<file path="src/rtl/cga_intr_levres.sv">
// Priority-interrupt level resolver: PID register, highest-enabled-level pick, REQ/ACK handshake to microcode.
// Latency: a set pulse sampled on one edge raises LVREQN on the next edge when PIE and CURLEV allow it.
// Backpressure: NEWLEV stays frozen until LVACKN; an unanswered request is dropped after ACK_TIMEOUT cycles.
module cga_intr_levres #(
    parameter int unsigned ACK_TIMEOUT = 15,
    parameter logic [15:0] CLR_MASK    = 16'h0000
) (
    input  logic        MCLK,
    input  logic        RESETN,
    input  logic [15:0] PIDSET,
    input  logic [15:0] FIDB,
    input  logic        LDPIDN,
    input  logic [15:0] PIE,
    input  logic [3:0]  CURLEV,
    input  logic        LVACKN,
    output logic        LVREQN,
    output logic [3:0]  NEWLEV,
    output logic [15:0] PIDRD,
    output logic        TOERR
);

    localparam int unsigned CW = (ACK_TIMEOUT < 2) ? 1 : $clog2(ACK_TIMEOUT + 1);

    typedef enum logic [1:0] {IDLE, REQ, ACKD} state_t;

    state_t        state;
    logic [15:0]   pid;
    logic [CW-1:0] ackCnt;
    logic [CW-1:0] cntInc;
    logic [15:0]   act;
    logic [15:0]   ackClr;
    logic [3:0]    hiLev;
    logic          pend;
    logic          timeout;

    always_comb begin
        act   = pid & PIE;
        hiLev = 4'd0;
        for (int i = 0; i < 16; i++) begin
            if (act[i]) hiLev = 4'(i);
        end
        // Level 0 can never exceed CURLEV, so it never requests.
        pend    = (act != 16'h0000) && (hiLev > CURLEV);
        cntInc  = (ackCnt == CW'(ACK_TIMEOUT)) ? ackCnt : ackCnt + CW'(1);
        timeout = (cntInc >= CW'(ACK_TIMEOUT));
        ackClr  = 16'h0000;
        if (state == REQ && !LVACKN && CLR_MASK[NEWLEV]) ackClr = 16'h0001 << NEWLEV;
    end

    assign PIDRD = pid;

    always_ff @(posedge MCLK or negedge RESETN) begin
        if (!RESETN) begin
            pid    <= 16'h0000;
            state  <= IDLE;
            LVREQN <= 1'b1;
            NEWLEV <= 4'd0;
            TOERR  <= 1'b0;
            ackCnt <= '0;
        end else begin
            // Set pulses are ORed last so they beat both a load and an ack clear.
            pid   <= ((LDPIDN ? pid : FIDB) & ~ackClr) | PIDSET;
            TOERR <= 1'b0;
            case (state)
                IDLE: begin
                    if (pend) begin
                        state  <= REQ;
                        LVREQN <= 1'b0;
                        NEWLEV <= hiLev;
                        ackCnt <= '0;
                    end
                end
                REQ: begin
                    if (!LVACKN) begin
                        state  <= ACKD;
                        LVREQN <= 1'b1;
                    end else begin
                        ackCnt <= cntInc;
                        if (timeout) begin
                            state  <= IDLE;
                            LVREQN <= 1'b1;
                            TOERR  <= 1'b1;
                        end
                    end
                end
                ACKD: begin
                    if (LVACKN) state <= IDLE;
                end
                default: begin
                    state  <= IDLE;
                    LVREQN <= 1'b1;
                end
            endcase
        end
    end

endmodule

</file>
<file path="config.mk">
export PLATFORM = sky130hd
export DESIGN_NAME = cga_intr_levres
export DESIGN_NICKNAME = d
export VERILOG_FILES = /design/src/rtl/cga_intr_levres.sv
export SDC_FILE = /design/constraint.sdc
export NUM_CORES = 1
export LEC_CHECK = 0
export ABC_AREA = 1
export CORE_MARGIN = 4
export CORE_UTILIZATION = 30
export CTS_CLUSTER_DIAMETER = 40
export DETAILED_ROUTE_END_ITERATION = 12
export PLACE_DENSITY = 0.61
export SLEW_MARGIN = 25
export SYNTH_ARGS = -nofsm -noshare
export SYNTH_HDL_FRONTEND = slang
export SYNTH_SLANG_ARGS = --single-unit
</file>
<file path="constraint.sdc">
create_clock -name MCLK -period 2.95 [get_ports MCLK]
set_input_delay 0.59 -clock MCLK [delete_from_list [all_inputs] [get_ports MCLK]]
set_output_delay 0.59 -clock MCLK [all_outputs]
set_load 0.01 [all_outputs]
</file>
==> impl_summary.md <==
Cells and area
Summing all multi-input logic gate instances after layout gives 753 sq um. The post-route non-filler standard cell count is 346. Registers take 702 sq um. Cells fill slightly above 50% of the core in the end. The total number of nets in the final design is 341. From synthesis to final layout, the design area changed by 65.8%.

The number of diodes is 0. The number of fill cells in the layout is 477. The proportion of layout cells with a drive suffix above 1 is about a tenth. Summing all non-filler instances in the final layout gives an area of 2480 sq um.

Hold path
The launch point of the worst hold path is NEWLEV[0]. The instance count along the most critical hold path is 2. The destination of the worst hold path is NEWLEV[0]. The worst hold path belongs to the class reg -> reg.

Synthesis
Synthesis produced a netlist whose cell count is 196. The synthesized netlist occupies a cell area of 1500 sq um. A synthesized cell averages 7.63 sq um. The sequential area share after synthesis is 46.9%. The net count after synthesis is 257. The count of cell types in the netlist is 27.

The post-synthesis register bit count is 28. The Yosys step of the flow raised 0 warnings.

Global route
Global routing used between 10% and 20% of the available tracks. The fraction of met2 tracks used by global routing is roughly 23%. The global-route congestion overflow total is 0. The global routing stage identified its most utilized layer as met2.

The via count of the first global-routing pass is 1441. The initial antenna violation count is 0. Global routing consumed, on the met1 layer, 16.2% of the routing resources. The maximum number of pins on one net before global-route repair is 29. For this run, global-route usage on met3 was measured as 3.78%. The first global-routing pass estimated between 6000 and 7000 um of wire.

Worst setup path
The cell count of the worst reg-to-reg path is 26. The maximum fanout along the worst path is 6. The endpoint kind of the worst setup timing path is a flop.

The arrival time of data at the critical path endpoint is 2.82 ns. The startpoint of the worst-slack reg-to-reg timing path is PIDRD[1]. The worst reg2reg path endpoint is NEWLEV[2]. The data required time of the worst path is 3.16 ns.

The worst setup path is launched from a primary input. The critical path is of the in -> reg type. The setup check on the worst reg-to-reg path leaves a slack of 0.64 ns.

Flow run
The count of max-cap constraint violations is 0.

Die
The die width is 78.6 um. The row count is 25. In this run the standard cell core region covers 4790 sq um. 78 I/O pins were placed.

The vertical die dimension is roughly 79 um. The starting utilization of the core area is 31.3%. The floorplan step defined a die boundary enclosing around 6000 sq um.

Placement
The number of cells after detailed placement is between 300 and 400. The HPWL after detailed placement is 3280 um. The congestion estimate from routability-driven global placement came to 0.717. The placed instances occupy a cell area of roughly 2400 sq um.

The count of buffers from port buffering is 77.

Detailed routing
The number of vias in the routed layout is 1504. The detail route stage leaves a number of antenna-violating nets equal to 0. The average wire per cell in the routed design is 11.6 um. The detailed-router iteration count before antenna repair is 4. The first routing iteration left 44 violations.

The total length of routed wires is 4020 um. Using the TritonRoute via totals, the vias-per-cell ratio works out to about 4.3. In the routed design, unresolved DRC markers number 0.

STA
The relative slew slack is between 60 and 70%. The number of hold violations in the final report was 0. The worst hold slack across all endpoints is 0.487 ns.

The worst path uses 88.2% of the clock period. The final setup violation count is 0. The number of pins exceeding their max-slew limit in the final report is 0. Static timing analysis puts the maximum clock frequency at 0.384 GHz. The post-route minimum period is 2.60 ns. The slew at the pin with the worst max-slew slack is 0.514 ns.

The clock arrives with 0.00914 ns of skew. Setup repair after global routing left no endpoint under its margin.

CTS
In this run the number of H-tree levels came out at 1. The cell at the root of the clock tree is clkbuf_8. For this design, the sink count on the clock tree is 28. The clock reaches the later pin of the worst-skew pair after around 0.28 ns. The maximum count of clock buffers along a single path is 2. The number of hold buffers added after cts is 0.

After clock tree synthesis, the clock-pin slew on the worst setup and hold paths is 0.10 ns. The TritonCTS clock tree is done. TritonCTS created 3 clock buffers.

Power and ir drop
Across the VDD grid, the largest voltage drop is 205 uV. Dividing total power by cell area gives a power density of 525 nW/um^2. The completed layout was analyzed and its total power is between 1 and 1.5 mW. The leakage power of the design is 1.15 nW.

Run status
The flow ran to the end, and the final reports show no timing, DRC or antenna violations.
## cell usage in the layout (no fill, tap or decap), types with 2 or more instances in the layout
master           count
nand2_4              2
clkbuf_8             3
inv_2                4
nand3_1              4
dfrtp_1             27
nor2_1               7
buf_4                5
o21ai_1              5
nand2_2              3
nand2_1             85
nand3_2              3
inv_1               12
a21oi_1             20
ha_1                 5
clkdlybuf4s50_1     76
## cells by family (layout without fill, tap and decap cells)
| group | Yosys count | count (layout) | share of synthesized area, % |
|---|---|---|---|
| muxes | 1 | 1 | 0.669 |
| buffers and inverters | 20 | 102 | 5.52 |
| DFF | 28 | 28 | 46.9 |
| and+or+nand+nor | 108 | 109 | 30.0 |
| AOI/OAI and AO/OA | 33 | 33 | 12.1 |
| adders and majority gates | 5 | 5 | 4.18 |
| xor gates and xnor gates | 1 | 1 | 0.585 |
## synthesized netlist by cell type
cell,number,area share [%]
a21boi_1,1,0.50
a21oi_1,20,6.7
a22o_1,1,0.59
a31oi_1,1,0.42
a32oi_1,1,0.59
buf_6,1,0.75
clkbuf_1,3,0.75
dfrtp_1,27,45
dfstp_2,1,1.8
ha_1,5,4.2
inv_1,13,3.3
inv_2,3,0.75
mux2i_1,1,0.67
nand2_1,87,22
nand2_2,2,0.84
nand3_1,7,2.3
nand3_4,1,1.2
nand3b_1,1,0.50
nand4_1,1,0.42
nor2_1,7,1.8
nor2_4,1,0.75
o21a_1,1,0.50
o21ai_0,3,1.0
o21ai_1,4,1.3
o21bai_1,1,0.50
or2_1,1,0.42
xor2_1,1,0.59
## state kept, by name, indices dropped and copies added, names as in the netlist
name / count
PIDRD: 16
LVREQN: 1
NEWLEV: 4
state: 2
TOERR: 1
ackCnt: 4
## power breakdown
group	leakage [nW]	internal [mW]	switching (mW)
logic	0.801	0.251	0.235
clock network	0.0357	0.182	0.119
registers	0.314	0.462	0.0555
total	1.15	0.894	0.409
## critical path, stage by stage
cell and delay (ns):
clkdlybuf4s50_1 0.39, nand2_1 0.08, nand2_1 0.05, nand2_1 0.05
nand2_1 0.04, nand2_1 0.05, nand2_1 0.04, nand2_1 0.06
nand2_1 0.05, nand2_1 0.06, nand2_1 0.05, nand2_1 0.05
nand2_1 0.05, nand2_1 0.05, nand2_1 0.05, nand2_2 0.06
inv_1 0.04, ha_1 0.16, nor2_1 0.08, o21ai_1 0.06
a32oi_1 0.16, o21a_2 0.23, nand2_4 0.10, inv_2 0.09
nand2_1 0.05, nand2_1 0.06
## what timing repair did
item | 4_1_cts | 5_1_grt
buffers inserted | 0 | 1
resized for setup | 0 | 13
endpoints found under the setup margin | 0 | 8
## routing by layer
metal  part of all wire [%]  vias to the layer above
li1                       -                      796
met1                     43                      660
met2                     48                       44
met3                    7.0                        4
met4                    1.1                        0
met5                      0                        -
## stage by stage
stage	worst slack, ns	setup TNS [ns]
2_1_floorplan	0.596	0
3_3_place_gp	0.0343	0
3_5_place_dp	-0.0874	-0.590
4_1_cts	0.198	0
5_1_grt	0.0466	0
6_report	0.349	0
## worst max path at each step
stage,start,slack [ns],cells past startpoint,to
after floorplan,PIE[1],0.60,26,ackCnt[0]
after global placement,PIE[1],0.03,27,NEWLEV[0]
after detailed placement,PIE[1],-0.09,26,NEWLEV[3]
after CTS,PIE[1],0.20,26,NEWLEV[3]
after global routing,PIE[2],0.05,26,NEWLEV[2]
final,PIE[2],0.35,26,NEWLEV[2]
## layout make-up
cell class,count,area share (%)
multi-input combinational,149,30.4
sequential,28,28.3
clock inverter,1,1.21
timing repair buffer,82,32.7
inverter,16,2.42
clock buffer,3,1.66
tap,67,3.38
No activity file was read; power rests on OpenSTA's default activity.
==> RTL change: new RTL, same settings <==
The 3 states of `state_t` get a one-hot encoding in 3 bits.
--- a/src/rtl/cga_intr_levres.sv
+++ b/src/rtl/cga_intr_levres.sv
@@ -21,7 +21,7 @@
 
     localparam int unsigned CW = (ACK_TIMEOUT < 2) ? 1 : $clog2(ACK_TIMEOUT + 1);
 
-    typedef enum logic [1:0] {IDLE, REQ, ACKD} state_t;
+    typedef enum logic [2:0] {IDLE = 3'b001, REQ = 3'b010, ACKD = 3'b100} state_t;
 
     state_t        state;
     logic [15:0]   pid;
Function: same outputs for any inputs over 10 cycles, from zero or initial values and one cycle with RESETN low; not proved beyond that.
==> RTL change against the original RTL <==
  * Sequential power up 4%
  * Routed wire length rose by 14%
  * Final area grew 7.6%
  * Power grew 11%
  * Worst setup slack got worse by 50 ps
  * Synthesized area is 9.8% higher
  * Register-to-register slack lost 120 ps
  * Sequential cell count up 1
==> RTL change: results (changes against the original RTL) <==
Parameter                              Value

Clock tree
  Maximum root-to-sink buffer count ... 2 (unchanged)
  Clock root cell ... clkbuf_8
  Worst-skew pair later-pin latency ... 280 ps (about the same)
  H-tree depth ... 2 (+1)
  Register clock-pin slew on the reported worst setup and hold paths ... 60 ps (-40 ps)
  Clock buffer count from CTS ... 5 (+2)

Critical path
  Top fanout value on the critical path ... 5 (-1)
  Setup crit start ... PIE[7]
  Beginning of the worst register-to-register path ... PIDRD[2]
  CP Data Arrival Time ... 2860 ps (+40 ps)
  Worst setup slack for register-to-register paths ... 520 ps (-120 ps)
  Worst path slowest cell ... clkdlybuf4s50_1
  Critical Path Max Stage Delay ... 410 ps (+20 ps)

STA
  Number of setup violations in the final report ... 0 (unchanged)
  Slew headroom ... 65.9% (+0.24 points)
  Worst setup skew after layout ... 3.59 ps (-5.55 ps)

Global routing
  Largest net degree at the start of global routing ... 30 (+3.4%)
  Met2 usage ... 25.8% (+2.8 points)
  All-Layer GR Usage ... 15.3% (+1.9 points)
  First-pass GRT wire length ... 7660 µm (+16%)
  GR Layer Usage met3 ... 4.17% (+0.38 points)
  Vias in the first global route ... 1654 (+15%)
  GR Util met1 ... 18.3% (+2.2 points)
  Number of antenna violations at the first check in global routing ... 0 (unchanged)

Drt
  Violation count after the first detailed-routing iteration ... 23 (-48%)
  Length of routed wiring on met1 ... 2000 µm (+15%)
  Detailed-routed wire length on met2 ... 2230 µm (+14%)
  Met3 routed wirelength ... 285 µm (+1.1%)
  Vias per Instance ... 4.36 (+0.23%)
  Top sig layer ... met4
  Average wire per cell in the routed design ... 12.4 µm (+6.7%)
  Number of detailed-route iterations in the first pass ... 4 (unchanged)

Synth
  Seq/Total Area, Yosys ... 44.3% (-2.6 points)
  Most used standard cells in the synthesized netlist ... 88 x nand2_1, 27 x dfrtp_1, 20 x a21oi_1, 20 x inv_1
  Number of enable-type register cells in the synthesized netlist ... 0 (unchanged)
  Main area contributors after synthesis ... dfrtp_1 41%, nand2_1 20%, a21oi_1 6.1%
  Synthesis warning total ... 0 (unchanged)
  Share of async-settable or async-resettable flops after synthesis ... 100% (unchanged)
  Top flip-flop cell by instance count after synthesis ... dfrtp_1
  Nets in the synthesized netlist ... 272 (+5.8%)
  Yosys cell types ... 32 (+19%)

Layout
  Inserted Diodes ... 0 (unchanged)
  Layout cell share with drive strength beyond 1 ... 14.3% (+5.0 points)
  Filler Cell Count ... 537 (+13%)
  Number of nets at the end of the flow ... 360 (+5.6%)
  Max FFs per register ... 16 (unchanged)

Run status
  Result of the run ... finished clean

Power and ir drop
  Leakage power ... 1.24 nW (+8.0%)
  Clock-net power ... 0.337 mW (+12%)
  Sequential power ... 0.537 mW (+4%)
  Worst IR drop on VDD ... 0.240 mV (+17%)
  Switching share of total power ... 33.5% (+2.1 points)
  Logic power comb ... 0.568 mW (+17%)

Placed design
  Routability congestion estimate ... 0.819 (+14%)
  DPL Wire Length ... 3750 µm (+15%)
  Port Buffer Count ... 77 (unchanged)

Min path
  Path category of the worst min-delay check ... flip-flop to flip-flop
  Worst hold path startpoint ... LVREQN
-- RTL change: cell types whose count changed after synthesis, moves of 2 or more --
| cell | change |
|---|---|
| inv_1 | +7 |
| inv_2 | +2 |
| nand3_2 | +2 |
| nor2_4 | +2 |
| nor2_1 | -2 |
| nand3_1 | -2 |
-- RTL change: kinds of logic (layout without fill, tap and decap cells) --
kind of cell | count (synthesis) | after routing | synth area share (%)
AOI/OAI and AO/OA | 36 | 36 | 12.8
and+or+nand+nor | 111 | 111 | 31.8
buffers and inverters | 29 | 118 | 6.78
adders and majority gates | 5 | 5 | 3.81
xor gates and xnor gates | 1 | 1 | 0.533
DFF | 29 | 29 | 44.3
-- RTL change: repair_timing --
action | CTS | global route
hold buffers | 0 | 0
gates resized for setup | 0 | 12
setup endpoints to repair | 0 | 10
setup buffers | 0 | 2
-- RTL change: critical path: cells and delay by family --
kind,cells,cell delay [ps]
AOI/OAI and AO/OA,5,550
adders and majority gates,1,320
buffers and inverters,3,550
and+or+nand+nor,9,850
-- RTL change: final cells by class --
cell class,count,area share [%]
timing repair buffer,84,31.3
inverter,26,3.75
multi-input combinational,153,31.1
clock buffer,8,3.37
tap,70,3.28
sequential,29,27.3
-- RTL change: worst paths after layout --
check / end / cells past startpoint
min reg2reg: LVREQN / 2
min: LVREQN / 2
max reg2reg: ackCnt[3] / 26
max in group asynchronous: LVREQN / 2
max: ackCnt[3] / 18
min in group asynchronous: PIDRD[7] / 2
-- RTL change: metrics by stage --
step	instances	worst slack (ps)	instance area, µm²	hold WS, ps
after global routing	370	1.28	2670	499
after floorplan	211	533	1640	294
after CTS	368	182	2620	468
after detailed placement	360	-108	2530	459
final	370	299	2670	468
after global placement	360	-49.6	2530	458
